File: src/rtl/mpram_port_arbiter.sv
// mpram_port_arbiter
// Four requesters share one 2-write/2-read memory. Each cycle, a round-robin
// scan grants up to two reads and up to two writes. The first grant of each
// kind goes to memory port 0 and the second to port 1. Each read port records
// which requester it served, so the response can be returned to that
// requester one cycle later.
//
// Optional feature:
//   WR_COLLISION_SERIALIZE_EN - when defined, two writes to the same address
//   are never granted in the same cycle. The later one in scan order waits.
//   When undefined, both are granted, and write port 1 (the later one in scan
//   order) determines the final memory content.
module mpram_port_arbiter #(
  parameter int DATA_WIDTH = 8,
  parameter int ADDR_WIDTH = 5
) (
  input  logic                             clk,
  input  logic                             reset,
  input  logic [3:0]                       req_valid,
  input  logic [3:0]                       req_we,
  input  logic [3:0][ADDR_WIDTH-1:0]       req_addr,
  input  logic [3:0][DATA_WIDTH-1:0]       req_wdata,
  output logic [3:0]                       req_ready,
  output logic [3:0]                       rsp_valid,
  output logic [3:0][DATA_WIDTH-1:0]       rsp_data,
  output logic [1:0][ADDR_WIDTH-1:0]       mem_rdAddr,
  output logic [1:0][ADDR_WIDTH-1:0]       mem_wrAddr,
  output logic [1:0][DATA_WIDTH-1:0]       mem_dIn,
  output logic [1:0]                       mem_wren,
  input  logic [1:0][DATA_WIDTH-1:0]       mem_dOut
);

  logic [1:0]                 r_rr_ptr;
  logic [1:0][1:0]            r_rd_tag;
  logic [1:0]                 r_rd_vld;

  logic [3:0]                 w_ready;
  logic [1:0][ADDR_WIDTH-1:0] w_rd_addr;
  logic [1:0][ADDR_WIDTH-1:0] w_wr_addr;
  logic [1:0][DATA_WIDTH-1:0] w_din;
  logic [1:0]                 w_wren;
  logic [1:0]                 w_rd_en;
  logic [1:0][1:0]            w_rd_tag;
  logic                       w_any;
  logic [1:0]                 w_last;
  logic [1:0]                 w_rd_cnt;
  logic [1:0]                 w_wr_cnt;
  logic [1:0]                 w_idx;
  logic                       w_collide;

  // Round-robin scan from r_rr_ptr: hand out read and write slots in scan order.
  // NOTE: combinational blocks use blocking '=' so that later loop iterations
  // see the slot counters as updated by earlier iterations.
  always_comb begin
    w_ready   = '0;
    w_rd_addr = '0;
    w_wr_addr = '0;
    w_din     = '0;
    w_wren    = '0;
    w_rd_en   = '0;
    w_rd_tag  = '0;
    w_any     = 1'b0;
    w_last    = '0;
    w_rd_cnt  = '0;
    w_wr_cnt  = '0;
    w_idx     = '0;
    w_collide = 1'b0;
    for (int i = 0; i < 4; i++) begin
      w_idx     = r_rr_ptr + 2'(i);
      w_collide = 1'b0;
      // No grants while reset is held low, so memory writes stay disabled.
      if (reset && req_valid[w_idx]) begin
        if (!req_we[w_idx]) begin
          if (w_rd_cnt < 2'd2) begin
            w_rd_addr[w_rd_cnt[0]] = req_addr[w_idx];
            w_rd_en[w_rd_cnt[0]]   = 1'b1;
            w_rd_tag[w_rd_cnt[0]]  = w_idx;
            w_ready[w_idx]         = 1'b1;
            w_any                  = 1'b1;
            w_last                 = w_idx;
            w_rd_cnt               = w_rd_cnt + 2'd1;
          end
        end else if (w_wr_cnt < 2'd2) begin
`ifdef WR_COLLISION_SERIALIZE_EN
          w_collide = (w_wr_cnt == 2'd1) && (w_wr_addr[0] == req_addr[w_idx]);
`endif
          if (!w_collide) begin
            w_wr_addr[w_wr_cnt[0]] = req_addr[w_idx];
            w_din[w_wr_cnt[0]]     = req_wdata[w_idx];
            w_wren[w_wr_cnt[0]]    = 1'b1;
            w_ready[w_idx]         = 1'b1;
            w_any                  = 1'b1;
            w_last                 = w_idx;
            w_wr_cnt               = w_wr_cnt + 2'd1;
          end
        end
      end
    end
  end

  assign req_ready  = w_ready;
  assign mem_rdAddr = w_rd_addr;
  assign mem_wrAddr = w_wr_addr;
  assign mem_dIn    = w_din;
  assign mem_wren   = w_wren;

  // Move the pointer past the last grant, and record read tags so that
  // responses can be steered back to their requesters.
  // NOTE: asynchronous reset clears the in-flight read tags immediately, so no
  // response from before reset can appear after release.
  always_ff @(posedge clk or negedge reset) begin
    if (!reset) begin
      r_rr_ptr <= '0;
      r_rd_vld <= '0;
      r_rd_tag <= '0;
    end else begin
      if (w_any) r_rr_ptr <= w_last + 2'd1;
      r_rd_vld <= w_rd_en;
      r_rd_tag <= w_rd_tag;
    end
  end

  // Route each valid read port's data to its tagged requester; all others read 0.
  always_comb begin
    rsp_valid = '0;
    rsp_data  = '0;
    for (int p = 0; p < 2; p++) begin
      if (r_rd_vld[p]) begin
        rsp_valid[r_rd_tag[p]] = 1'b1;
        rsp_data[r_rd_tag[p]]  = mem_dOut[p];
      end
    end
  end

endmodule

File: config.mk
export PLATFORM = sky130hd
export DESIGN_NAME = mpram_port_arbiter
export DESIGN_NICKNAME = d
export VERILOG_FILES = /design/src/rtl/mpram_port_arbiter.sv
export SDC_FILE = /design/constraint.sdc
export NUM_CORES = 1
export LEC_CHECK = 0
export BUFFER_PORTS_ARGS = -buffer_cell sky130_fd_sc_hd__buf_2
export CAP_MARGIN = 0
export CORE_ASPECT_RATIO = 0.7
export CORE_MARGIN = 1
export CORE_UTILIZATION = 55
export CTS_CLUSTER_DIAMETER = 150
export DETAILED_ROUTE_END_ITERATION = 8
export GPL_TIMING_DRIVEN = 0
export PLACE_DENSITY = 0.89
export SLEW_MARGIN = 20
export SYNTH_ARGS = -nofsm -noshare
export SYNTH_HDL_FRONTEND = slang
export SYNTH_SLANG_ARGS = --single-unit
File: constraint.sdc
create_clock -name clk -period 9 [get_ports clk]
set_input_delay 0.9 -clock clk [delete_from_list [all_inputs] [get_ports clk]]
set_output_delay 0.9 -clock clk [all_outputs]
set_load 0.05 [all_outputs]
==> results of run 1 <==
[kinds of logic after synthesis]
| kind of cell | Yosys count |
|---|---|
| compound gates | 151 |
| xor+xnor | 1 |
| fa+ha+maj | 11 |
| buf+inv | 53 |
| flops | 8 |
| mux | 86 |
| simple gates | 195 |
[final cells by class]
type	instances	area share (%)
Timing Repair Buffer	155	15.6
Tap cell	94	2.37
Multi-Input combinational cell	444	72.0
Clock buffer	3	0.831
Sequential cell	8	4.03
Inverter	15	1.13
Buffer	38	4.03
[Yosys cell counts (6+ instances only)]
cell                       count  area share, %
sky130_fd_sc_hd__a22oi_1      23            4.3
sky130_fd_sc_hd__a31oi_1       6           0.93
sky130_fd_sc_hd__mux2_2        6            1.7
sky130_fd_sc_hd__buf_2        13            1.6
sky130_fd_sc_hd__inv_1         9           0.84
sky130_fd_sc_hd__nand2_1     102            9.5
sky130_fd_sc_hd__buf_1         7           0.65
sky130_fd_sc_hd__o21ai_0      34            4.2
sky130_fd_sc_hd__ha_1         11            3.4
sky130_fd_sc_hd__nand2b_1      7            1.1
sky130_fd_sc_hd__a22o_1        8            1.7
sky130_fd_sc_hd__nor2_1       56            5.2
sky130_fd_sc_hd__dfrtp_1       8            5.0
sky130_fd_sc_hd__a21oi_1      53            6.6
sky130_fd_sc_hd__nor3_1        8           0.99
sky130_fd_sc_hd__mux4_2       57             32
sky130_fd_sc_hd__clkbuf_1     12            1.1
sky130_fd_sc_hd__mux2i_1      21            5.2
[per-stage QoR]
| stage | instances | cell area, µm² | hold WS, ns |
|---|---|---|---|
| 6_report | 757 | 4970 | 0.513 |
| 5_1_grt | 757 | 4970 | 0.521 |
| 4_1_cts | 757 | 4970 | 0.519 |
| 3_5_place_dp | 754 | 4920 | 0.758 |
| 3_3_place_gp | 754 | 4920 | 0.755 |
| 2_1_floorplan | 505 | 4030 | 0.604 |
[registers in the layout (all words and copies together), names as in the netlist]
name / flops
r_rd_tag: 4
r_rd_vld: 2
r_rr_ptr: 2
[critical path, cell delays in order, from the launching register on]
cell	delay, ns
sky130_fd_sc_hd__dfrtp_1	0.39
sky130_fd_sc_hd__buf_4	0.24
sky130_fd_sc_hd__buf_1	0.62
sky130_fd_sc_hd__buf_1	0.65
sky130_fd_sc_hd__inv_1	0.25
sky130_fd_sc_hd__ha_1	0.34
sky130_fd_sc_hd__buf_2	0.28
sky130_fd_sc_hd__mux4_2	0.45
sky130_fd_sc_hd__ha_1	0.33
sky130_fd_sc_hd__mux2i_1	0.24
sky130_fd_sc_hd__ha_1	0.25
sky130_fd_sc_hd__nor3_4	0.07
sky130_fd_sc_hd__nor3_1	0.49
sky130_fd_sc_hd__nor2b_1	0.19
sky130_fd_sc_hd__buf_2	0.23
sky130_fd_sc_hd__clkbuf_1	0.48
sky130_fd_sc_hd__nand2_1	0.11
sky130_fd_sc_hd__o21ai_0	0.11
sky130_fd_sc_hd__buf_2	0.30
[worst min-delay path by stage]
stage / endpoint / slack (ns)
5_1_grt: r_rr_ptr[1] / 0.52
3_5_place_dp: r_rr_ptr[0] / 0.76
2_1_floorplan: r_rd_tag[0] / 0.60
4_1_cts: r_rd_tag[2] / 0.52
3_3_place_gp: r_rr_ptr[0] / 0.75
6_report: r_rd_tag[2] / 0.51
[per-layer routing]
layer | GRT usage (%) | part of all wire [%] | up-vias | wire length [µm]
li1 | - | - | 2253 | -
met1 | 54.2 | 39 | 2366 | 5770
met3 | 9.32 | 15 | 47 | 2210
met2 | 58.5 | 45 | 474 | 6670
met5 | 0.649 | 0 | - | 0
met4 | 11.0 | 2.0 | 0 | 293
==> flow_summary_export.csv, run 1 <==
group,metric,value,unit
logic_synthesis,ys_warn_count,0,
finish,layout.filler_cells,547,
timing,fmax,140,MHz
critical_path,worstPathRequired,8.10,ns
place,detailed_place_hpwl,11.7,mm
finish,nNetsFinal,754,
routing,drt_wl_total,14.9,mm
floorplanning,core-area,0.00691,mm²
logic_synthesis,synth-adder-area-share,3.41,%
timing,finalCriticalPeriod,7.17,ns
clocking,ctsResizeCount,0,
global_routing,grt-ovfl-total,0,
timing,final-max-slew-violation-count,0,
floorplanning,floorplan.die.width,104,µm
routing,avgViaCountPerCell,6.79,
finish,post_route_utilization,71.8,%
routing,wire_per_inst,19.7,µm
routing,detailroute.via_count,5140,
logic_synthesis,synth_async_sr_flop_share,100,%
critical_path,element_type_at_the_critical_path_end,"output pin",
critical_path,worstPathMaxFanout,10,
finish,layout.cells.most_common_list,"168 x sky130_fd_sc_hd__buf_2, 102 x sky130_fd_sc_hd__nand2_1, 57 x sky130_fd_sc_hd__mux4_2",
logic_synthesis,synth_top_flop_cell,"sky130_fd_sc_hd__dfrtp_1",
logic_synthesis,synth_compound_area_share,24.8,%
global_routing,grt_pass1_wl,23.1,mm
clocking,htree_num_levels,1,
critical_path,reg2reg_depth,17,
logic_synthesis,ys_seq_elements,8,
routing,drt_pass1_iterations,6,
logic_synthesis,share_of_synthesized_area_occupied_by_flip_flops_and_latches,4.97,%
clocking,tritoncts,"yes",
floorplanning,dieHeight,73.6,µm
logic_synthesis,synth_top_family_by_area,"multiplexers",
floorplanning,design.die.area,0.00768,mm²
timing,setup_total_negative_slack,0,ns
logic_synthesis,synthCells,505,
timing,count_of_final_hold_check_violations,0,
finish,multiInputGateArea,0.00357,mm²
clocking,cts_setup_buffers,0,
routing,route.detailed.drc,0,
timing,final.period_utilization,79.6,%
timing,worst_slew_pin_slew,0.949,ns
clocking,cts.root.buffer_cell,"sky130_fd_sc_hd__clkbuf_8",
hold_path,hp_class,"in2async",
global_routing,grt_antenna_before_repair,0,
logic_synthesis,synth.distinct_cells,61,
place,io_buffers,155,
timing,setup_viol_count_final,0,
timing,worst_slew_margin_rel,36.7,%
logic_synthesis,syn_nets,594,
logic_synthesis,post_synth_edffs,0,
critical_path,worst-r2r-setup-slack,3.52,ns
critical_path,endpoint,"mem_dIn[0]",
place,dp_worst_setup_slack,2.32,ns
clocking,clock_path_buffers,2,
critical_path,setup.worst_path.class,"reg2out",
clocking,clock_sink_count,8,
finish,area_added_between_synthesis_and_finish,23.2,%
timing,finClkSkew,0.00214,ns
global_routing,first_global_vias,4613,
critical_path,setup.worst_path.start_class,"register",
clocking,cts.clk_slew.worst_paths,0.04,ns
run_status,outcome,"finished clean",
finish,diodes,0,
finish,drive_above_1_share,39.8,%
logic_synthesis,post_synth_and_or_nand_nor_area_fraction,20.8,%
clocking,cts.hold.buffers_added,0,
routing,drt.antenna.violating_nets,0,
logic_synthesis,syn_area,0.00403,mm²
timing,rsz0062_at_grt,"no",
critical_path,timing.rr.end,"r_rr_ptr[1]",
critical_path,cp-startpoint,"r_rr_ptr[1]",
logic_synthesis,synth_area_in_xor_xnor,0.217,%
global_routing,grt_max_degree,12,
critical_path,critical_path.reg2reg.startpoint,"r_rr_ptr[1]",
run,drv.max_cap_violation_count,0,
floorplanning,top_level_ports,156,
finish,regArea,200,µm²
floorplanning,placement_rows,25,
logic_synthesis,syn_avg_cell_area,7.98,µm²
place,routabilityCongestion,1.00,
clocking,cts_buffer_count,3,
clocking,source_to_sink_clock_delay_at_the_later_pin_of_the_worst_skew_pair,0.23,ns
finish,leading_cell_type_in_the_layout_fill_and_taps_excluded,"sky130_fd_sc_hd__buf_2",
timing,postLayoutSetupSlackWorst,1.83,ns
floorplanning,effective_utilization_at_floorplan,58.3,%
routing,drt_initial_violations,619,
logic_synthesis,synth.area.mux_share,39.4,%
global_routing,grt_usage,38.3,%
critical_path,worst_ep_arrival_time,6.27,ns
Power of run 1 is left out: the tool's default activity adds up to more than one toggle a clock period on the data nets, which glitch-free logic cannot reach.
==> run 2, diff against run 1 <==
Settings changed: CORE_UTILIZATION 55 to 51, PLACE_DENSITY 0.89 to 0.83.
Clock period 9 ns to 7.2 ns, I/O delays scaled along.
==> run 2 against run 1 <==
Effect of this change: clock-buffer cell count stayed put; clock skew fell by 0.0013 ns; flip-flop and latch count did not move; non-clock buffer count unchanged; worst setup slack worse by 1.4 ns; core utilization down 4.9 points; first-iteration DRC count increased by 19%; register-to-register slack got worse by 1.7 ns; critical endpoint is now mem_dIn[1]; critical path depth unchanged; worst hold slack worse by 0.18 ns; via count down 0.53%; global-route usage decreased by 4.0 points.
==> flow_summary_export.csv, run 2 (same netlist as run 1, synthesis figures left out) <==
group,metric,value,unit
routing,drt_wl_total,14.5,mm
finish,drive_above_1_share,39.8,%
critical_path,cp_slowest_cell,"sky130_fd_sc_hd__buf_1",
place,io_buffers,155,
critical_path,setup.worst_path.class,"reg2out",
timing,count_of_final_hold_check_violations,0,
critical_path,element_type_at_the_critical_path_end,"output pin",
finish,leading_cell_type_in_the_layout_fill_and_taps_excluded,"sky130_fd_sc_hd__buf_2",
critical_path,worstPathRequired,6.48,ns
global_routing,first_global_vias,4639,
finish,diodes,0,
timing,rsz0062_at_grt,"no",
timing,finalCriticalPeriod,6.72,ns
finish,nNetsFinal,754,
timing,final.period_utilization,93.4,%
clocking,htree_num_levels,1,
floorplanning,effective_utilization_at_floorplan,53.9,%
floorplanning,core-area,0.00748,mm²
routing,route.detailed.drc,0,
finish,layout.cells.most_common_list,"168 x sky130_fd_sc_hd__buf_2, 102 x sky130_fd_sc_hd__nand2_1, 57 x sky130_fd_sc_hd__mux4_2",
global_routing,grt_antenna_before_repair,0,
floorplanning,design.die.area,0.00827,mm²
clocking,clock_path_buffers,2,
global_routing,grt_usage,34.3,%
timing,worst_slew_pin_slew,0.915,ns
finish,largest_reg_flops,4,
clocking,cts.hold.buffers_added,0,
clocking,cts.root.buffer_cell,"sky130_fd_sc_hd__clkbuf_16",
routing,drt.antenna.violating_nets,0,
finish,top_register,"r_rd_tag",
routing,drt_pass1_iterations,7,
global_routing,grt_max_degree,12,
clocking,cts.clk_slew.worst_paths,0.04,ns
global_routing,grt_pass1_wl,22.5,mm
clocking,source_to_sink_clock_delay_at_the_later_pin_of_the_worst_skew_pair,0.23,ns
critical_path,slowest_delay,0.65,ns
routing,avgViaCountPerCell,6.72,
timing,setup_total_negative_slack,0,ns
run_status,outcome,"finished clean",
critical_path,reg2reg_depth,16,
floorplanning,dieHeight,76.4,µm
timing,final-max-slew-violation-count,0,
timing,finClkSkew,0.000855,ns
routing,detailroute.via_count,5113,
place,detailed_place_hpwl,11.4,mm
timing,fmax,149,MHz
routing,drt_initial_violations,734,
clocking,cts_buffer_count,3,
floorplanning,placement_rows,26,
timing,worst_slew_margin_rel,38.5,%
critical_path,worstPathCellList,"buf_4 > buf_1 > buf_1 > inv_1 > ha_1 > buf_2 > mux4_2 > ha_1 > mux2i_1 > ha_1 > nor3_4 > nor3_1 > nor2b_1 > buf_2 > clkbuf_1 > nand2_1 > o21ai_0 > buf_2",
finish,largestRegisters,"r_rd_tag: 4 flops, r_rd_vld: 2 flops, r_rr_ptr: 2 flops",
clocking,cts_setup_buffers,0,
critical_path,setup.worst_path.start_class,"register",
clocking,ctsResizeCount,0,
run,drv.max_cap_violation_count,0,
critical_path,worst_ep_arrival_time,6.00,ns
floorplanning,floorplan.die.width,108,µm
timing,setup_viol_count_final,0,
place,routabilityCongestion,1.02,
critical_path,worstPathMaxFanout,10,
hold_path,hp_class,"in2async",
finish,layout.filler_cells,627,
global_routing,grt-ovfl-total,0,
clocking,clock_sink_count,8,
routing,wire_per_inst,19.0,µm
finish,area_added_between_synthesis_and_finish,24.1,%
floorplanning,top_level_ports,156,
clocking,tritoncts,"yes",
-- run 2: cell counts in the layout (fill, tap and decap cells not counted) --
No cell type changed its count.
-- run 2: area by class of cell --
type                            instances  area, µm²  share of cell area [%]
Multi-Input combinational cell        444       3570                    71.4
Timing Repair Buffer                  155        776                    15.5
Sequential cell                         8        200                    4.00
Buffer                                 38        200                    4.00
Tap cell                               98        123                    2.45
Clock buffer                            3       75.1                    1.50
Inverter                               15       56.3                    1.13
-- run 2: critical path, delay by kind of cell (launching register included) --
| kind | cells | cell delay [ns] |
|---|---|---|
| buffers and inverters | 8 | 2.88 |
| adders and majority gates | 3 | 0.91 |
| and+or+nand+nor | 4 | 0.76 |
| muxes | 2 | 0.67 |
| DFF | 1 | 0.41 |
| AOI/OAI and AO/OA | 1 | 0.11 |
-- run 2: final timing paths --
kind	startpoint	to	slack, ns
worst min-delay path	reset	r_rr_ptr[0]	0.33
worst max register to register	r_rr_ptr[1]	r_rr_ptr[1]	1.87
worst min register to register	r_rr_ptr[0]	r_rd_tag[2]	1.11
min in group clk	req_valid[2]	r_rr_ptr[1]	1.06
max in group asynchronous	reset	r_rd_tag[3]	6.69
worst max-delay path	r_rr_ptr[1]	mem_dIn[1]	0.48
-- run 2: routing by layer --
layer	vias to the layer above	global-route usage [%]	part of all wire (%)
met1	2406	49.8	40
met5	-	0	0
met3	45	9.67	14
li1	2253	-	-
met4	0	10.1	2.1
met2	409	49.5	44
-- run 2: metrics by stage --
stage	area [µm²]	cells	util [%]	setup WS, ns	hold WS, ns
2_1_floorplan	4030	505	-	1.71	0.424
6_report	5000	761	66.9	0.477	0.332
4_1_cts	5000	761	66.9	0.626	0.333
5_1_grt	5000	761	66.9	0.0526	0.346
3_3_place_gp	4930	758	65.9	1.01	0.568
3_5_place_dp	4930	758	65.9	0.865	0.578
Power of run 2 is left out for the same reason.
==> run 3, diff against run 2 <==
Clock period 7.2 ns to 6.6 ns, I/O delays scaled along.
==> run 3 against run 2 <==
Effect of this change: global-route usage stayed put; core utilization hardly changed; die area stayed put; cell count is 0.13% lower; worst hold slack worse by 0.064 ns; routed wire length is 0.19% lower; clock skew is 0.0013 ns higher; clock-buffer cell count stayed put; critical path type is now in2out; critical endpoint unchanged; largest cell class unchanged; highest routed layer unchanged.
==> flow_summary_export.csv, run 3 (same netlist as run 1, synthesis figures left out) <==
group,metric,value,unit
global_routing,grt_busiest_layer,"met1",
global_routing,grt.met2_usage,49.5,%
timing,worst_slew_margin_rel,37.5,%
clocking,cts.hold.buffers_added,0,
global_routing,grt_pass1_wl,22.5,mm
timing,fmax,169,MHz
finish,nNetsFinal,753,
finish,diodes,0,
critical_path,cp_slowest_cell,"sky130_fd_sc_hd__o22ai_1",
critical_path,setup.worst_path.class,"in2out",
routing,drt_wl_total,14.5,mm
timing,finClkSkew,0.00216,ns
timing,rsz0062_at_grt,"no",
routing,drt_initial_violations,680,
run,drv.max_cap_violation_count,0,
finish,top_register,"r_rd_tag",
floorplanning,dieHeight,76.4,µm
finish,drive_above_1_share,40.0,%
clocking,cts.clk_slew.worst_paths,0.04,ns
floorplanning,placement_rows,26,
finish,layout.cells.most_common_list,"168 x sky130_fd_sc_hd__buf_2, 102 x sky130_fd_sc_hd__nand2_1, 57 x sky130_fd_sc_hd__mux4_2",
finish,largestRegisters,"r_rd_tag: 4 flops, r_rd_vld: 2 flops, r_rr_ptr: 2 flops",
timing,final-max-slew-violation-count,0,
routing,drt_pass1_iterations,5,
finish,area_added_between_synthesis_and_finish,24.1,%
floorplanning,top_level_ports,156,
hold_path,hp_class,"in2async",
timing,final.period_utilization,89.5,%
clocking,htree_num_levels,1,
clocking,cts_buffer_count,3,
timing,count_of_final_hold_check_violations,0,
clocking,cts_setup_buffers,0,
routing,detailroute.via_count,5080,
critical_path,slowest_delay,0.51,ns
finish,regArea,200,µm²
critical_path,critPathMostFrequentCell,"sky130_fd_sc_hd__buf_2",
global_routing,grt_antenna_before_repair,0,
timing,worst_slew_pin_slew,0.931,ns
finish,post_route_utilization,66.9,%
place,post-place-cells,758,
global_routing,grt_max_degree,12,
clocking,clock_sink_count,8,
global_routing,use_met3,9.67,%
global_routing,groute.layer.met1.usage,49.8,%
critical_path,worstPathMaxFanout,10,
place,dp_worst_setup_slack,0.325,ns
global_routing,first_global_vias,4639,
routing,route.detailed.drc,0,
timing,finalCriticalPeriod,5.91,ns
finish,final-instance-count-excl-fill,760,
finish,leading_cell_type_in_the_layout_fill_and_taps_excluded,"sky130_fd_sc_hd__buf_2",
clocking,source_to_sink_clock_delay_at_the_later_pin_of_the_worst_skew_pair,0.23,ns
place,io_buffers,155,
global_routing,grt_usage,34.3,%
run_status,outcome,"finished clean",
timing,postLayoutSetupSlackWorst,0.691,ns
floorplanning,floorplan.die.width,108,µm
finish,multiInputGateArea,0.00357,mm²
finish,largest_reg_flops,4,
critical_path,worstPathRequired,5.94,ns
routing,wire_per_inst,19.0,µm
clocking,clock_path_buffers,2,
place,routabilityCongestion,1.02,
floorplanning,design.die.area,0.00827,mm²
critical_path,worstPathCellList,"buf_2 > buf_2 > nand2_1 > o22ai_1 > nand2_1 > inv_2 > buf_1 > ha_1 > mux2i_1 > ha_1 > nor3_4 > nor3_1 > nor2b_1 > buf_2 > clkbuf_1 > nand2_1 > o21ai_0 > buf_2",
finish,layout.filler_cells,629,
timing,setup_viol_count_final,0,
clocking,tritoncts,"yes",
critical_path,element_type_at_the_critical_path_end,"output pin",
timing,setup_total_negative_slack,0,ns
clocking,cts.root.buffer_cell,"sky130_fd_sc_hd__clkbuf_16",
place,detailed_place_hpwl,11.4,mm
critical_path,worst_ep_arrival_time,5.25,ns
critical_path,setup.worst_path.start_class,"primary input",
global_routing,grt-ovfl-total,0,
routing,drt.antenna.violating_nets,0,
floorplanning,core-area,0.00748,mm²
floorplanning,effective_utilization_at_floorplan,53.9,%
routing,avgViaCountPerCell,6.68,
[run 3: changes by cell type in the layout (fill, tap and decap cells not counted), sizes merged]
cell / previous run / this run
clkbuf: 15 / 16
buf: 181 / 179
[run 3: what timing repair did]
action / in CTS / in global routing
hold endpoints to repair: 0 / 0
endpoints found under the setup margin: 0 / 27
resized for setup: 0 / 1
[run 3: cell type report]
type	instances	area share, %
buffer	37	3.95
timing repair buffer	155	15.5
clock buffer	3	1.50
inverter	15	1.13
multi-input combinational	444	71.5
sequential	8	4.00
tap	98	2.45
[run 3: through the flow]
stage / hold WS [ns] / cell area (µm²)
5_1_grt: 0.286 / 5000
4_1_cts: 0.273 / 5000
3_3_place_gp: 0.508 / 4930
2_1_floorplan: 0.364 / 4030
6_report: 0.268 / 5000
3_5_place_dp: 0.518 / 4930
[run 3: final timing paths]
check                        startpoint     endpoint  slack, ns  cells after the start
max in group asynchronous         reset  r_rd_tag[2]       6.16                      1
max reg2reg                 r_rr_ptr[1]  r_rr_ptr[1]       2.10                     15
min in group clk           req_valid[2]  r_rr_ptr[1]       1.01                      4
max                               reset   mem_dIn[1]       0.69                     18
min reg2reg                 r_rr_ptr[0]  r_rd_tag[2]       1.10                      4
min                               reset  r_rr_ptr[0]       0.27                      1
[run 3: critical path, delay by kind of cell]
kind | cells | cell delay [ns]
simple gates | 6 | 1.07
buf+inv | 7 | 2.10
fa+ha+maj | 2 | 0.59
compound gates | 2 | 0.61
mux | 1 | 0.22
[run 3: metal layers]
metal / up-vias / part of all wire, %
met4: 0 / 1.8
met1: 2382 / 40
met5: - / 0
li1: 2256 / -
met3: 46 / 14
met2: 396 / 44
Power of run 3 is left out for the same reason.
